[src/rtl/lifo_arb_pkg.sv]
// lifo_arb_pkg: shared FSM/op types and parameter bounds for the LIFO arbiter
package lifo_arb_pkg;
    typedef enum logic [2:0] {IDLE, PUSH, POP, WAIT, RESP, REJECT} state_t;
    typedef enum logic {OP_PUSH, OP_POP} op_t;
    localparam int DATA_W_DEF  = 8;
    localparam int POP_LAT_MIN = 1;
    localparam int POP_LAT_MAX = 4;
endpackage

[src/rtl/lifo_rr_arb.sv]
// lifo_rr_arb: 2-way arbiter, round-robin or fixed priority (LIFO_ARB_FIXED_PRIO_EN)
// clk, rst (async active-low); req: request vector; accept: winner is being
// serviced this cycle; win: one-hot winner (combinational).
module lifo_rr_arb (
    input  logic       clk,
    input  logic       rst,
    input  logic [1:0] req,
    input  logic       accept,
    output logic [1:0] win
);
`ifdef LIFO_ARB_FIXED_PRIO_EN
    assign win = req[0] ? 2'b01 : {req[1], 1'b0};
`else
    logic prio;
    always_comb win = (&req) ? (prio ? 2'b10 : 2'b01) : req;
    // after serving requester 0, requester 1 gets priority and vice versa
    always_ff @(posedge clk or negedge rst)
        if (!rst) prio <= 1'b0;
        else if (accept && |win) prio <= win[0];
`endif
endmodule

[src/rtl/lifo_arbiter.sv]
// lifo_arbiter: arbitrates two requesters' push/pop transactions onto one LIFO
// clk, rst (async active-low); push_req/pop_req/wdata0/wdata1 from requesters;
// grant/err/rvalid/rdata/busy back to requesters; lifo_* strobes, data and flags
// to/from the LIFO. Macro LIFO_ARB_FIXED_PRIO_EN selects fixed priority.
module lifo_arbiter
    import lifo_arb_pkg::*;
#(
    parameter int DATA_W  = DATA_W_DEF,
    parameter int POP_LAT = 1
) (
    input  logic              clk,
    input  logic              rst,
    input  logic [1:0]        push_req,
    input  logic [1:0]        pop_req,
    input  logic [DATA_W-1:0] wdata0,
    input  logic [DATA_W-1:0] wdata1,
    output logic [1:0]        grant,
    output logic [DATA_W-1:0] rdata,
    output logic [1:0]        rvalid,
    output logic [1:0]        err,
    output logic              busy,
    output logic              lifo_push,
    output logic              lifo_w_en,
    output logic              lifo_pop,
    output logic              lifo_r_en,
    output logic [DATA_W-1:0] lifo_datain,
    input  logic [DATA_W-1:0] lifo_out,
    input  logic              lifo_full,
    input  logic              lifo_empty
);
    state_t     state;
    logic       id;
    logic [1:0] cnt;
    logic [1:0] win;
    op_t        op;
    logic       reject;
    lifo_rr_arb u_arb (
        .clk    (clk),
        .rst    (rst),
        .req    (push_req | pop_req),
        .accept (state == IDLE),
        .win    (win)
    );
    // push beats pop within a single requester
    assign op        = push_req[win[1]] ? OP_PUSH : OP_POP;
    assign reject    = (op == OP_PUSH) ? lifo_full : lifo_empty;
    assign lifo_w_en = lifo_push;
    assign lifo_r_en = lifo_pop;
    always_ff @(posedge clk or negedge rst) begin
        if (!rst) begin
            state       <= IDLE;
            id          <= 1'b0;
            cnt         <= '0;
            grant       <= '0;
            err         <= '0;
            rvalid      <= '0;
            busy        <= 1'b0;
            lifo_push   <= 1'b0;
            lifo_pop    <= 1'b0;
            lifo_datain <= '0;
            rdata       <= '0;
        end else begin
            grant     <= '0;
            err       <= '0;
            rvalid    <= '0;
            lifo_push <= 1'b0;
            lifo_pop  <= 1'b0;
            case (state)
                IDLE: if (|win) begin
                    id    <= win[1];
                    grant <= win;
                    busy  <= 1'b1;
                    if (reject) begin
                        state <= REJECT;
                        err   <= win;
                    end else if (op == OP_PUSH) begin
                        state       <= PUSH;
                        lifo_push   <= 1'b1;
                        lifo_datain <= win[1] ? wdata1 : wdata0;
                    end else begin
                        state    <= POP;
                        lifo_pop <= 1'b1;
                    end
                end
                POP: begin
                    state <= WAIT;
                    cnt   <= 2'(POP_LAT - 1);
                end
                // WAIT spans POP_LAT cycles; lifo_out is captured on its last edge
                WAIT: if (cnt == 2'd0) begin
                    state  <= RESP;
                    rdata  <= lifo_out;
                    rvalid <= id ? 2'b10 : 2'b01;
                end else begin
                    cnt <= cnt - 2'd1;
                end
                default: begin
                    state <= IDLE;
                    busy  <= 1'b0;
                end
            endcase
        end
    end
endmodule

[config.mk]
export PLATFORM = sky130hd
export DESIGN_NAME = lifo_arbiter
export DESIGN_NICKNAME = d
export VERILOG_FILES = /design/src/rtl/lifo_arb_pkg.sv /design/src/rtl/lifo_rr_arb.sv /design/src/rtl/lifo_arbiter.sv
export SDC_FILE = /design/constraint.sdc
export NUM_CORES = 1
export LEC_CHECK = 0
export BUFFER_PORTS_ARGS = -buffer_cell sky130_fd_sc_hd__buf_2
export CAP_MARGIN = 20
export CELL_PAD_IN_SITES_DETAIL_PLACEMENT = 1
export CELL_PAD_IN_SITES_GLOBAL_PLACEMENT = 1
export CORE_ASPECT_RATIO = 0.7
export CORE_MARGIN = 2
export CORE_UTILIZATION = 36
export CTS_CLUSTER_SIZE = 20
export DETAILED_ROUTE_END_ITERATION = 10
export PLACE_DENSITY = 0.8
export SYNTH_ARGS = -nofsm -noshare
export SYNTH_HDL_FRONTEND = slang
export SYNTH_SLANG_ARGS = --single-unit
export TNS_END_PERCENT = 100
[constraint.sdc]
create_clock -name clk -period 2 [get_ports clk]
set_input_delay 0.3 -clock clk [delete_from_list [all_inputs] [get_ports clk]]
set_output_delay 0.3 -clock clk [all_outputs]
set_load 0.01 [all_outputs]
==> impl_results.md, run 1 <==
* Yosys top cell by area: dfrtp_1
* GRT Overall Usage at 17.3%
* Startpoint Class: flop
* P_int at 1.73 mW
* Comb pwr share at 38.6%
* Unrepaired setup endpoints after global routing: no
* Critical path arrival at 2.02 ns
* H-tree levels at 2
* Worst slew pin tran at 0.722 ns
* Largest cells by area after synthesis: dfrtp_1 57%, mux2_2 19%, nor2_1 2.1%
* Fin nets at 205
* #FFs+latches synth at 32
* Worst setup EP type: flop
* Filler cell count at 409
* Lkg Pwr at 0.931 nW
* Worst VDD drop at 0.693 mV
* Syn_area_per_cell at 13.0 um^2
* Max Slew Vio Count at 0
* Fmax at 540 MHz
* Setup Skew at 0.00370 ns
* Ports at 59
* Post-Syn Instances at 108
* Critical Path RT at 2.17 ns
* Initial antenna violation count at 0
* Post-synth EDFFs at 0
* Synth unique cells at 29
* Core Area at 0.00363 mm^2
* Area share of the largest cell type after synthesis at 56.8%
* Final Hold Violating Endpoints at 0
* WL/cell at 15.4 um
* Worst min path class: primary input to async pin
* Initial DRC count at 45
* Die ar. at 0.00444 mm^2
* Die span in x at 78.8 um
* Layout cells sized above 1 at 58.7%
* Main synth FF type: dfrtp_1
* Postcts setup bufs at 0
* Antenna-violating nets left at 0
* Latest clock arrival within the worst-skew pair at 0.28 ns
* Worst Path Max Fanout at 9
* Post-synthesis sequential area ratio at 56.8%
* Layout area overhead at 31.9%
* Syn_nets at 141
* Die Ht at 56.3 um
* Pre-CTS WS at 0.101 ns
* Power share of the clock group at 20.5%
* Setup TNS at 0 ns
* Final Worst Setup Slack at 0.147 ns
* Root buffer cell: clkbuf_8
* Max Root-Sink Buffers at 2
* TritonCTS clock tree: yes
* Final setup viols at 0
* Drt via density at 4.88
* Max-slew headroom at 51.9%
* DP HPWL at 2.58 mm
* Num CTS Buffers at 5
* Synth warn at 0
* Post-route DRC at 0
* First-pass GRT wire length at 5.75 mm
* Max Cap Viol at 0
* Most common cell after layout, fill and taps aside: buf_2
* # diodes at 0
* Initial Util at 38.9%
* Clock sink count at 32
* Async SR Flop Fraction at 100%
* Worst R2R Setup Slack at 0.15 ns
* Vias in the first global route at 1208
* Total grt overflow at 0
* Fin crit share at 92.7%
* WHS at 0.0684 ns
* Switching portion of total power at 33.7%
* WS Path Type: flop to flop
* PD cells at 1410 mW/mm^2
* P_sw at 0.882 mW
* Status: finished clean
* Commonest non-fill, non-tap cells in the layout: 58 x buf_2, 32 x dfrtp_1, 24 x mux2_2
* DR vias at 1083
* Final WL at 3.41 mm
* Tmin final at 1.85 ns
* Rows at 18
* Total power at 2.61 mW
* Largest net degree at the start of global routing at 33
* Clock transition at path regs at 0.06 ns
* Reg2reg path depth at 4
* TritonRoute pass-1 iters at 4
* Share of power burned in registers at 40.9%
* RePlAce Congestion at 0.742
* Synthesized cell area at 0.00141 mm^2
* # port buffers at 58
## power groups by stage
stage	sequential, mW	combinational (mW)	clock (mW)
4_1_cts	1.08	1.03	0.549
6_report	1.07	1.01	0.536
3_3_place_gp	1.07	0.987	0
3_5_place_dp	1.08	1.02	0
2_1_floorplan	1.17	0.532	0
5_1_grt	1.11	1.11	0.578
## timing repair
action,CTS,global route
setup endpoints to repair,0,2
resized for setup,0,1
hold buffers,0,0
## synth_stat cells, types with 2 or more instances
master	instances
nand2_1	3
nor2_1	8
a21oi_1	4
nand2b_1	2
o21ai_0	2
buf_4	3
a21o_1	2
mux2_2	24
nor3_1	3
nor2b_1	2
inv_1	5
dfrtp_1	32
nor4_1	2
## state kept, by name (all words and copies together), names as in the netlist, 2 cells and up
register / flops
lifo_datain: 8
grant: 2
cnt: 2
rdata: 8
err: 2
state: 3
rvalid: 2
## layout make-up
type	count	area, um^2	area share, %
timing repair buffer	61	313	16.8
multi-input combinational	67	567	30.5
inverter	5	18.8	1.01
clock buffer	7	96.3	5.19
tap	50	62.6	3.37
sequential	32	801	43.1
## layer usage
metal	wire length (um)	vias to the layer above	GRT usage [%]
met5	0	-	0
met4	98	0	8.27
met3	271	12	7.07
met2	1600	43	27.1
met1	1440	521	20.7
li1	-	507	-
## final timing paths
check	to	from
worst max-delay path	lifo_datain[0]$_DFFE_PN0P_	state[1]$_DFFE_PN0P_
worst min-delay path	lifo_datain[3]$_DFFE_PN0P_	rst
worst max register to register	lifo_datain[0]$_DFFE_PN0P_	state[1]$_DFFE_PN0P_
worst min register to register	cnt[0]$_DFFE_PN0P_	cnt[0]$_DFFE_PN0P_
max in group asynchronous	lifo_pop$_DFF_PN0_	rst
min in group clk	rdata[4]$_DFFE_PN0P_	lifo_out[4]
## kinds of logic (layout without fill, tap and decap cells)
logic type | Yosys count | count (layout) | synth area share [%]
flops | 32 | 32 | 56.8
simple gates | 26 | 26 | 11.5
mux | 24 | 24 | 19.2
compound gates | 16 | 16 | 8.44
buf+inv | 9 | 73 | 3.20
fa+ha+maj | 1 | 1 | 0.888
## critical path, cell delays in order (launching register included)
cell	delay (ns)
dfrtp_1	0.45
nor3_2	0.26
nand2b_2	0.14
nor4_4	0.48
mux2_2	0.41
## stage by stage
step,std cells,util (%),instance area (um^2)
floorplan,108,-,1410
global placement,215,48.5,1760
detailed placement,215,48.5,1760
CTS,222,51.1,1850
global route,222,51.2,1860
finish,222,51.2,1860
(Power assumes the default switching activity.)
==> inputs of run 2 (changes only) <==
- SKIP_CTS_REPAIR_TIMING: not set -> 1
- SYNTH_HIERARCHICAL: not set -> 1
==> run 2 against run 1 <==
  * Sequential cell count did not move
  * Clock power rose by 13%
  * Maximum frequency fell by 0.32%
  * Wire length rose by 6.1%
  * Global-route usage rose by 0.49 points
  * Sequential power barely moved
  * Register-to-register slack barely moved
  * Largest power group is now combinational cells
  * Die area rose by 0.25%
  * Worst setup slack got worse by 0.0059 ns
  * Via count rose by 2.9%
  * Combinational power rose by 11%
  * Non-clock buffer count rose by 8
==> impl_results.md, run 2 <==
* TritonCTS clock tree: yes (unchanged)
* Post-route DRC at 0 (unchanged)
* Cells after DPL at 223 (was 215)
* Rows at 19 (was 18)
* Pre-CTS WS at -0.173 ns (was 0.101 ns)
* Layout cells sized above 1 at 62.0% (was 58.7%)
* Final Worst Setup Slack at 0.141 ns (was 0.147 ns)
* WL/cell at 15.7 um (was 15.4 um)
* Post-synthesis sequential area ratio at 56.7% (was 56.8%)
* Async SR Flop Fraction at 100% (unchanged)
* TritonRoute pass-1 iters at 4 (unchanged)
* Root buffer cell: clkbuf_8 (unchanged)
* Final Hold Violating Endpoints at 0 (unchanged)
* Worst VDD drop at 0.814 mV (was 0.693 mV)
* Synth warn at 6 (was 0)
* Antenna-violating nets left at 0 (unchanged)
* Fmax at 538 MHz (was 540 MHz)
* Worst Path Max Fanout at 9 (unchanged)
* Total grt overflow at 0 (unchanged)
* Max Cap Viol at 0 (unchanged)
* Ports at 59 (unchanged)
* Startpoint Class: flop (unchanged)
* Total power at 2.81 mW (was 2.61 mW)
* Largest net degree at the start of global routing at 33 (unchanged)
* Final WL at 3.62 mm (was 3.41 mm)
* Die ar. at 0.00445 mm^2 (was 0.00444 mm^2)
* Main synth FF type: dfrtp_1 (unchanged)
* H-tree levels at 2 (unchanged)
* First-pass GRT wire length at 6.01 mm (was 5.75 mm)
* Core Area at 0.00385 mm^2 (was 0.00363 mm^2)
* Critical path arrival at 2.02 ns (about the same)
* Synthesized cell area at 0.00141 mm^2 (about the same)
* Max Root-Sink Buffers at 2 (unchanged)
* Status: finished clean (unchanged)
* Die Ht at 56.4 um (was 56.3 um)
* Worst R2R Setup Slack at 0.14 ns (was 0.15 ns)
* Top flop regs: lifo_datain: 8 flops, rdata: 8 flops, state: 3 flops (unchanged)
* Num CTS Buffers at 5 (unchanged)
* Worst min path class: primary input to async pin (unchanged)
* Vias in the first global route at 1250 (was 1208)
* Clock sink count at 32 (unchanged)
* Worst slew pin tran at 0.708 ns (was 0.722 ns)
* Synth unique cells at 31 (was 29)
* Commonest non-fill, non-tap cells in the layout: 58 x buf_2, 32 x dfrtp_1, 24 x mux2_2 (unchanged)
* Setup Skew at 0.00452 ns (was 0.00370 ns)
* WHS at 0.0694 ns (was 0.0684 ns)
* Initial DRC count at 46 (was 45)
* RePlAce Congestion at 0.829 (was 0.742)
* Reg2reg path depth at 6 (was 4)
* Post-Syn Instances at 107 (was 108)
* PD cells at 1450 mW/mm^2 (was 1410 mW/mm^2)
* Max Slew Vio Count at 0 (unchanged)
* Die span in x at 78.9 um (was 78.8 um)
* Syn_nets at 140 (was 141)
* Tmin final at 1.86 ns (was 1.85 ns)
* Most common cell after layout, fill and taps aside: buf_2 (unchanged)
* Final setup viols at 0 (unchanged)
* Layout area overhead at 37.7% (was 31.9%)
* Initial antenna violation count at 0 (unchanged)
* GRT Overall Usage at 17.8% (was 17.3%)
* Max-slew headroom at 52.8% (was 51.9%)
* Count leader, synth: dfrtp_1 (unchanged)
* Worst setup EP type: flop (unchanged)
* Latest clock arrival within the worst-skew pair at 0.28 ns (about the same)
* Fin crit share at 93.0% (was 92.7%)
* # diodes at 0 (unchanged)
* #FFs+latches synth at 32 (unchanged)
* Area share of the largest cell type after synthesis at 56.7% (was 56.8%)
* Critical Path RT at 2.16 ns (was 2.17 ns)
* Fin nets at 211 (was 205)
* Largest cells by area after synthesis: dfrtp_1 57%, mux2_2 19%, inv_1 1.9% (was dfrtp_1 57%, mux2_2 19%, nor2_1 2.1%)
* Post-synth EDFFs at 0 (unchanged)
* Lkg Pwr at 0.989 nW (was 0.931 nW)
* DP HPWL at 2.85 mm (was 2.58 mm)
* Yosys top cell by area: dfrtp_1 (unchanged)
* Syn_area_per_cell at 13.2 um^2 (was 13.0 um^2)
* DR vias at 1114 (was 1083)
* # port buffers at 58 (unchanged)
* Final core occ at 50.5% (was 51.2%)
* Clock transition at path regs at 0.06 ns (about the same)
* WS Path Type: flop to flop (unchanged)
* Most common library cells after synthesis: 32 x dfrtp_1, 24 x mux2_2, 7 x inv_1, 6 x nor2_1, 4 x a21oi_1 (was 32 x dfrtp_1, 24 x mux2_2, 8 x nor2_1, 5 x inv_1, 4 x a21oi_1)
* Initial Util at 36.7% (was 38.9%)
* Unrepaired setup endpoints after global routing: no (unchanged)
* Non-filler cells in the finished layout at 231 (was 222)
* Drt via density at 4.82 (was 4.88)
[run 2: report_power, final]
part	internal, mW	leakage (nW)	switching, mW	total [mW]
Sequential	0.916	0.398	0.177	1.09
Clock	0.369	0.0552	0.235	0.604
Combinational	0.580	0.536	0.535	1.12
Total	1.87	0.989	0.947	2.81
[run 2: area by class of cell]
type,instances,area (um^2)
Timing Repair Buffer,69,373
Tap cell,52,65.1
Sequential cell,32,801
Multi-Input combinational cell,63,573
Inverter,7,26.3
Fill cell,438,1910
Clock inverter,2,35.0
Clock buffer,6,72.6
[run 2: cell families after synthesis]
kind of cell / share of synthesized area, %
AOI/OAI and AO/OA: 8.50
adders and majority gates: 0.886
buffers and inverters: 3.90
and+or+nand+nor: 9.48
muxes: 20.5
DFF: 56.7
[run 2: per-layer routing]
metal  wire length, um  global-route usage [%]
met2              1920                    32.5
met5                 0                       0
met4                66                    4.43
met3               161                    4.50
met1              1470                    21.0
[run 2: final timing paths]
| path | startpoint | end |
|---|---|---|
| max in group asynchronous | rst | lifo_datain[1]$_DFFE_PN0P_ |
| hold / removal | rst | lifo_datain[7]$_DFFE_PN0P_ |
| min in group clk | lifo_out[0] | rdata[0]$_DFFE_PN0P_ |
| setup / recovery | u_arb/prio$_DFFE_PN0P_ | lifo_datain[0]$_DFFE_PN0P_ |
| setup reg to reg | u_arb/prio$_DFFE_PN0P_ | lifo_datain[0]$_DFFE_PN0P_ |
| hold reg to reg | id$_DFFE_PN0P_ | rvalid[0]$_DFF_PN0_ |
[run 2: worst max-delay path: stages, from the launching register on]
cell and delay (ns):
dfrtp_1 0.40, inv_1 0.08, a21boi_2 0.29, mux2i_4 0.14
nor4b_4 0.27, buf_4 0.21, mux2_2 0.35
[run 2: through the flow]
step	setup TNS, ns	area [um^2]
global route	0	1950
CTS	0	1940
floorplan	0	1420
detailed placement	-1.34	1830
global placement	-0.273	1830
finish	0	1950
